$ cat config.mk
export PLATFORM = sky130hd
export DESIGN_NAME = aes_avalon_regs
export DESIGN_NICKNAME = d
export VERILOG_FILES = /design/src/rtl/aes_regs_pkg.sv /design/src/rtl/aes_reg_word.sv /design/src/rtl/aes_avalon_regs.sv
export SDC_FILE = /design/constraint.sdc
export NUM_CORES = 1
export LEC_CHECK = 0
export BUFFER_PORTS_ARGS = -buffer_cell sky130_fd_sc_hd__buf_4
export CAP_MARGIN = 10
export CELL_PAD_IN_SITES_DETAIL_PLACEMENT = 0
export CELL_PAD_IN_SITES_GLOBAL_PLACEMENT = 1
export CORE_ASPECT_RATIO = 0.9
export CORE_UTILIZATION = 30
export CTS_CLUSTER_DIAMETER = 60
export DETAILED_ROUTE_END_ITERATION = 10
export GPL_TIMING_DRIVEN = 0
export PLACE_DENSITY = 0.65
export SYNTH_ARGS = -nofsm -noshare
export SYNTH_HDL_FRONTEND = slang
export SYNTH_SLANG_ARGS = --single-unit
$ cat constraint.sdc
create_clock -name CLK -period 8.3 [get_ports CLK]
set_input_delay 0.83 -clock CLK [delete_from_list [all_inputs] [get_ports CLK]]
set_output_delay 0.83 -clock CLK [all_outputs]
set_load 0.03 [all_outputs]
$ cat src/rtl/aes_regs_pkg.sv
// Shared constants for the AES Avalon-MM register slice.
// Holds the register-map word addresses, the VERSION readback value and the
// control state encoding used by aes_avalon_regs.
package aes_regs_pkg;

  localparam logic [3:0] ADDR_KEY0    = 4'd0;
  localparam logic [3:0] ADDR_KEY1    = 4'd1;
  localparam logic [3:0] ADDR_KEY2    = 4'd2;
  localparam logic [3:0] ADDR_KEY3    = 4'd3;
  localparam logic [3:0] ADDR_MSG0    = 4'd4;
  localparam logic [3:0] ADDR_MSG1    = 4'd5;
  localparam logic [3:0] ADDR_MSG2    = 4'd6;
  localparam logic [3:0] ADDR_MSG3    = 4'd7;
  localparam logic [3:0] ADDR_DEC0    = 4'd8;
  localparam logic [3:0] ADDR_DEC1    = 4'd9;
  localparam logic [3:0] ADDR_DEC2    = 4'd10;
  localparam logic [3:0] ADDR_DEC3    = 4'd11;
  localparam logic [3:0] ADDR_CYCLES  = 4'd12;
  localparam logic [3:0] ADDR_VERSION = 4'd13;
  localparam logic [3:0] ADDR_START   = 4'd14;
  localparam logic [3:0] ADDR_DONE    = 4'd15;

  localparam logic [31:0] VERSION = 32'h0385_0009;

  typedef enum logic [1:0] {
    ST_IDLE = 2'd0,
    ST_BUSY = 2'd1,
    ST_DONE = 2'd2
  } aes_regs_state_t;

endpackage

$ cat src/rtl/aes_reg_word.sv
// 32-bit software-writable register with per-byte write enables.
// Ports:
//   clk_i      clock
//   rst_i      synchronous clear (active-high)
//   we_i       write strobe (address already decoded)
//   inhibit_i  blocks writes while asserted
//   be_i       byte enables
//   wdata_i    write data
//   q_o        current register value
module aes_reg_word
  import aes_regs_pkg::*;
(
  input  logic        clk_i,
  input  logic        rst_i,
  input  logic        we_i,
  input  logic        inhibit_i,
  input  logic [3:0]  be_i,
  input  logic [31:0] wdata_i,
  output logic [31:0] q_o
);

  logic [31:0] q_q, q_d;

  always_comb begin
    q_d = q_q;
    if (we_i && !inhibit_i) begin
      for (int unsigned b = 0; b < 4; b++) begin
        if (be_i[b]) q_d[8*b +: 8] = wdata_i[8*b +: 8];
      end
    end
  end

  always_ff @(posedge clk_i) begin
    if (rst_i) q_q <= '0;
    else       q_q <= q_d;
  end

  assign q_o = q_q;

endmodule

$ cat src/rtl/aes_avalon_regs.sv
// Avalon-MM register file feeding the AES decryption core.
// Holds key (regs 0-3) and ciphertext (regs 4-7), drives the core's start,
// captures plaintext (regs 8-11) on completion, and exposes a BUSY cycle
// counter (12), VERSION (13), START (14) and DONE (15).
// Ports:
//   CLK, RESET          clock, synchronous active-high reset
//   AVL_*               Avalon-MM slave; read data is registered (1 cycle)
//   AES_START/AES_DONE  level start to core / completion flag from core
//   AES_KEY, AES_MSG_ENC  {reg0..reg3}, {reg4..reg7}
//   AES_MSG_DEC         plaintext from core
//   EXPORT_DATA         {reg0[31:16], reg3[15:0]} for the hex display
// Build option AES_REGS_IRQ_EN: adds AES_IRQ, set on entry to DONE, cleared
// by a reg 15 write with byte 0 enabled or by leaving DONE.
module aes_avalon_regs
  import aes_regs_pkg::*;
(
  input  logic         CLK,
  input  logic         RESET,
  input  logic         AVL_CS,
  input  logic         AVL_READ,
  input  logic         AVL_WRITE,
  input  logic [3:0]   AVL_ADDR,
  input  logic [3:0]   AVL_BYTE_EN,
  input  logic [31:0]  AVL_WRITEDATA,
  output logic [31:0]  AVL_READDATA,
  output logic         AES_START,
  input  logic         AES_DONE,
  output logic [127:0] AES_KEY,
  output logic [127:0] AES_MSG_ENC,
  input  logic [127:0] AES_MSG_DEC,
  output logic [31:0]  EXPORT_DATA
`ifdef AES_REGS_IRQ_EN
  ,
  output logic         AES_IRQ
`endif
);

  aes_regs_state_t state_q, state_d;

  logic [31:0] word_q [8];
  logic [31:0] dec_q  [4];
  logic [31:0] cycles_q;
  logic [31:0] rdata_q, rdata_d;

  logic wr_en, rd_en, start_wr;
  logic aes_start, done_flag, capture, cyc_clr, cyc_inc;

  assign wr_en    = AVL_CS & AVL_WRITE;
  assign rd_en    = AVL_CS & AVL_READ;
  assign start_wr = wr_en && (AVL_ADDR == ADDR_START) && AVL_BYTE_EN[0];

  // Key/ciphertext words 0-7; locked while BUSY so the core sees stable inputs.
  for (genvar i = 0; i < 8; i++) begin : g_word
    aes_reg_word u_word (
      .clk_i     (CLK),
      .rst_i     (RESET),
      .we_i      (wr_en && (AVL_ADDR == 4'(i))),
      .inhibit_i (state_q == ST_BUSY),
      .be_i      (AVL_BYTE_EN),
      .wdata_i   (AVL_WRITEDATA),
      .q_o       (word_q[i])
    );
  end

  // State register
  always_ff @(posedge CLK) begin
    if (RESET) state_q <= ST_IDLE;
    else       state_q <= state_d;
  end

  // Next state; in BUSY the abort is checked first so it beats AES_DONE.
  always_comb begin
    state_d = state_q;
    case (state_q)
      ST_IDLE: if (start_wr && AVL_WRITEDATA[0])  state_d = ST_BUSY;
      ST_BUSY: begin
        if (start_wr && !AVL_WRITEDATA[0]) state_d = ST_IDLE;
        else if (AES_DONE)                 state_d = ST_DONE;
      end
      ST_DONE: if (start_wr && !AVL_WRITEDATA[0]) state_d = ST_IDLE;
      default: state_d = ST_IDLE;
    endcase
  end

  // State-derived controls
  always_comb begin
    aes_start = (state_q != ST_IDLE);
    done_flag = (state_q == ST_DONE);
    capture   = (state_q == ST_BUSY) && (state_d == ST_DONE);
    cyc_clr   = (state_q == ST_IDLE) && (state_d == ST_BUSY);
    cyc_inc   = (state_q == ST_BUSY);
  end

  always_ff @(posedge CLK) begin
    if (RESET) begin
      cycles_q <= '0;
      for (int unsigned k = 0; k < 4; k++) dec_q[k] <= '0;
    end else begin
      if (cyc_clr)                         cycles_q <= '0;
      else if (cyc_inc && cycles_q != '1)  cycles_q <= cycles_q + 32'd1;
      if (capture) begin
        dec_q[0] <= AES_MSG_DEC[127:96];
        dec_q[1] <= AES_MSG_DEC[95:64];
        dec_q[2] <= AES_MSG_DEC[63:32];
        dec_q[3] <= AES_MSG_DEC[31:0];
      end
    end
  end

  // Read mux samples pre-edge values, so a same-cycle write is not visible.
  always_comb begin
    rdata_d = '0;
    if (rd_en) begin
      case (AVL_ADDR)
        ADDR_KEY0:    rdata_d = word_q[0];
        ADDR_KEY1:    rdata_d = word_q[1];
        ADDR_KEY2:    rdata_d = word_q[2];
        ADDR_KEY3:    rdata_d = word_q[3];
        ADDR_MSG0:    rdata_d = word_q[4];
        ADDR_MSG1:    rdata_d = word_q[5];
        ADDR_MSG2:    rdata_d = word_q[6];
        ADDR_MSG3:    rdata_d = word_q[7];
        ADDR_DEC0:    rdata_d = dec_q[0];
        ADDR_DEC1:    rdata_d = dec_q[1];
        ADDR_DEC2:    rdata_d = dec_q[2];
        ADDR_DEC3:    rdata_d = dec_q[3];
        ADDR_CYCLES:  rdata_d = cycles_q;
        ADDR_VERSION: rdata_d = VERSION;
        ADDR_START:   rdata_d = {31'd0, aes_start};
        ADDR_DONE:    rdata_d = {31'd0, done_flag};
        default:      rdata_d = '0;
      endcase
    end
  end

  always_ff @(posedge CLK) begin
    if (RESET) rdata_q <= '0;
    else       rdata_q <= rdata_d;
  end

`ifdef AES_REGS_IRQ_EN
  logic irq_q;
  always_ff @(posedge CLK) begin
    if (RESET)
      irq_q <= 1'b0;
    else if (capture)
      irq_q <= 1'b1;
    else if ((state_q == ST_DONE && state_d != ST_DONE) ||
             (wr_en && AVL_ADDR == ADDR_DONE && AVL_BYTE_EN[0]))
      irq_q <= 1'b0;
  end
  assign AES_IRQ = irq_q;
`endif

  assign AVL_READDATA = rdata_q;
  assign AES_START    = aes_start;
  assign AES_KEY      = {word_q[0], word_q[1], word_q[2], word_q[3]};
  assign AES_MSG_ENC  = {word_q[4], word_q[5], word_q[6], word_q[7]};
  assign EXPORT_DATA  = {word_q[0][31:16], word_q[3][15:0]};

endmodule

==> run metrics <==
vias per cell 5.95; outcome finished clean; number of nets with antenna violations after detailed routing 0; initial antenna violation count 8; Yosys cell types 73; slowest stage cell on the critical path sky130_fd_sc_hd__clkbuf_1; Worst Hold Class input pin to flip-flop; Bufs and invs on worst path 3; Placed Cells 3508; leak pwr 0.00964 µW; chain of cells forming the critical path nor2b_1, clkbuf_1, nand2_1, nor2_1, clkbuf_1, clkbuf_1, and2_1; Final Slew Violations 0; max-cap check violation count 0; fin cells 3612; pin count of the biggest net entering global routing 34; max incr delay on CP 1040 ps; placeable core region 64400 µm²; synthesized netlist net count 2345; Die H 245 µm; detail-routed net length per standard cell 33.7 µm; std cell rows 88; count of TritonRoute iterations in the first routing pass 8; ratio of cells with drive above 1 in the final layout 0.236; global-route wire length before repair 162000 µm; effective utilization at floorplan 0.305; #FFs+latches synth 450; Post-CTS Hold Fix Bufs 0; worst min-delay path startpoint AES_DONE; Setup Buffers After CTS 0; number of buffers inserted during clock tree synthesis 51; clock power share 0.467; crit share post-route 0.493; data required time of the worst path 8780 ps; clk slew on worst S/H paths 60 ps; critical path peak fanout 10; cells on worst reg2reg path 7; max-slew headroom at the worst pin 0.0480; Die X 272 µm; leading cell types in the layout, fill and taps excluded sky130_fd_sc_hd__buf_4, sky130_fd_sc_hd__nand2_1, sky130_fd_sc_hd__dfxtp_1; buffers from clock root to sink, at most 3; Skew-Pair Late Insertion Delay 630 ps; Hold Fails Final Rpt 0; internal power 3750 µW; detailed-route wire length 122000 µm; IO Port Bufs 461; slack of the worst reg-to-reg path 4210 ps; Reg2Reg Launch Point state_q[0]$_SDFF_PP0_; count of endpoints failing setup in the final report 0; most common cell after layout, fill and taps aside sky130_fd_sc_hd__buf_4; post-CTS sizing 0; Reg2Reg Capture Point dec_q[2][25]$_SDFFCE_PN0P_; Worst setup EP type flip-flop; H-tree levels 2; Top cell by count, worst path sky130_fd_sc_hd__clkbuf_1; count of clock tree sinks 450; CP Class flip-flop to flip-flop; CTS Root Buffer Type sky130_fd_sc_hd__clkbuf_16; sequential share of power 0.455; worst-case hold path end point state_q[0]$_SDFF_PP0_; TritonCTS clock tree built; setup repair after global routing missed its margin false; Worst VDD drop 0.131 mV; cells after synthesis 2170; Sequential Area 10300 µm²; area taken by multi-input logic gates 8330 µm²; Routability Congestion 0.997; portion of the post-synthesis area used by sequential elements 0.524; fin nets 2884; sw power 1320 µW; family with the most delay on the worst path buffers and inverters; crit path time final 4090 ps; worst hold path cell count 2; Post-Synthesis Mean Instance Area 9.04 µm²; startpoint class of the critical path flip-flop; total overflow reported by the global router 0; Top FF cell, synth sky130_fd_sc_hd__dfxtp_1; violation count after the first detailed-routing iteration 3325; Async S/R FF share, synth 0; global routing usage summed across all routing layers 0.353; Crit path arrival time 4580 ps; via count of the first global-routing pass 20000; fraction of power spent switching nets 0.260; DR DRC count 0; area growth from synthesis to final layout 34.1%; power per cell area 193 nW/µm²; maximum achievable frequency 244 MHz; Worst setup startpoint state_q[0]$_SDFF_PP0_; Worst Clk Skew 19.3 ps; Least-Margin Pin Slew 1420 ps; Synthesis Warnings 0; Detailed Place HPWL 91200 µm; total die area 66400 µm²; post-placement setup slack 4030 ps; number of filler instances in the final layout 6520; setup slack of the critical path after layout 4210 ps; synthesized cell area 19600 µm²; number of top-level design ports 495; EDFF count, synth 128; Comb pwr share 0.078; via count 21500
[cells by family (layout without fill, tap and decap cells)]
family / Yosys count / in the layout / share of synthesized area
and+or+nand+nor: 889 / 889 / 0.222
AOI/OAI and AO/OA: 560 / 560 / 0.183
DFF: 450 / 450 / 0.524
buffers and inverters: 239 / 821 / 0.0536
muxes: 17 / 17 / 0.00925
xor gates and xnor gates: 14 / 14 / 0.00625
adders and majority gates: 1 / 1 / 0.000638
other: 0 / 5 / 0
[state kept, by name, summed over array words and instances, names as in the netlist]
| register | cells |
|---|---|
| AVL_READDATA | 32 |
| cycles_q | 32 |
| state_q | 2 |
| g_word.u_word.q_o | 256 |
| dec_q | 128 |
[layer usage]
layer / GRT usage / vias to the layer above / share of wire
met5: 0 / - / 0.00034
met1: 0.469 / 10600 / 0.39
met4: 0.184 / 6 / 0.054
li1: - / 8924 / -
met3: 0.0888 / 305 / 0.12
met2: 0.528 / 1627 / 0.43
[Yosys cell counts, drive strengths merged, types with 4 or more instances]
| cell type | instances | share of area |
|---|---|---|
| or3 | 7 | 0.0022 |
| nor2 | 42 | 0.0080 |
| and2 | 133 | 0.042 |
| a211oi | 4 | 0.0015 |
| and4 | 6 | 0.0027 |
| a22o | 33 | 0.015 |
| o21a | 11 | 0.0042 |
| inv | 10 | 0.0019 |
| a221oi | 24 | 0.011 |
| a32oi | 8 | 0.0036 |
| a222oi | 23 | 0.012 |
| a22oi | 81 | 0.031 |
| xor2 | 4 | 0.0018 |
| nand4 | 15 | 0.0051 |
| nor3 | 7 | 0.0020 |
| nor2b | 13 | 0.0041 |
| edfxtp | 128 | 0.20 |
| mux2 | 9 | 0.0052 |
| nand2 | 331 | 0.063 |
| o211ai | 5 | 0.0019 |
| clkbuf | 159 | 0.030 |
| dfxtp | 322 | 0.33 |
| a21oi | 281 | 0.072 |
| mux2i | 8 | 0.0041 |
| and3 | 17 | 0.0054 |
| xnor2 | 10 | 0.0045 |
| a32o | 6 | 0.0031 |
| nor3b | 6 | 0.0023 |
| a31oi | 23 | 0.0073 |
| nand2b | 7 | 0.0022 |
| nand3 | 278 | 0.071 |
| buf | 70 | 0.021 |
| o21ai | 30 | 0.0077 |
| nor4 | 10 | 0.0035 |
[through the flow]
| step | setup TNS, ps | total power, µW | area, µm² | util | hold WS [ps] |
|---|---|---|---|---|---|
| final | 0 | 5060 | 26300 | 0.408 | 443 |
| after global routing | 0 | 5140 | 26300 | 0.408 | 472 |
| after CTS | 0 | 5040 | 26200 | 0.407 | 435 |
| after detailed placement | 0 | 2730 | 24500 | 0.381 | 471 |
| after global placement | -462670 | 2720 | 24100 | 0.375 | 463 |
| after floorplan | 0 | 2500 | 19600 | - | 452 |
[power by group through the flow]
stage               logic (µW)  registers, µW  clock network, µW
finish                     397           2300               2370
global route               397           2300               2440
CTS                        378           2300               2360
detailed placement         378           2350                  0
global placement           362           2360                  0
floorplan                  136           2360                  0
[worst max-delay path by stage]
stage | endpoint | depth (start not counted) | slack, ps
after global routing | dec_q[2][29]$_SDFFCE_PN0P_ | 7 | 4310
after global placement | dec_q[1][21]$_SDFFCE_PN0P_ | 6 | -3630
after floorplan | dec_q[0][0]$_SDFFCE_PN0P_ | 5 | 450
after detailed placement | AVL_READDATA[0]$_SDFF_PP0_ | 8 | 4030
after CTS | dec_q[2][25]$_SDFFCE_PN0P_ | 7 | 4410
final | dec_q[2][25]$_SDFFCE_PN0P_ | 7 | 4210
[area by class of cell]
cell class | count | share of cell area
sequential | 450 | 0.391
multi-input combinational | 1481 | 0.317
timing repair buffer | 486 | 0.146
clock buffer | 69 | 0.0541
tap | 855 | 0.0407
buffer | 229 | 0.0387
clock inverter | 27 | 0.0105
inverter | 10 | 0.00143
antenna | 5 | 0.000476
Power figures use the tool's default switching activity.
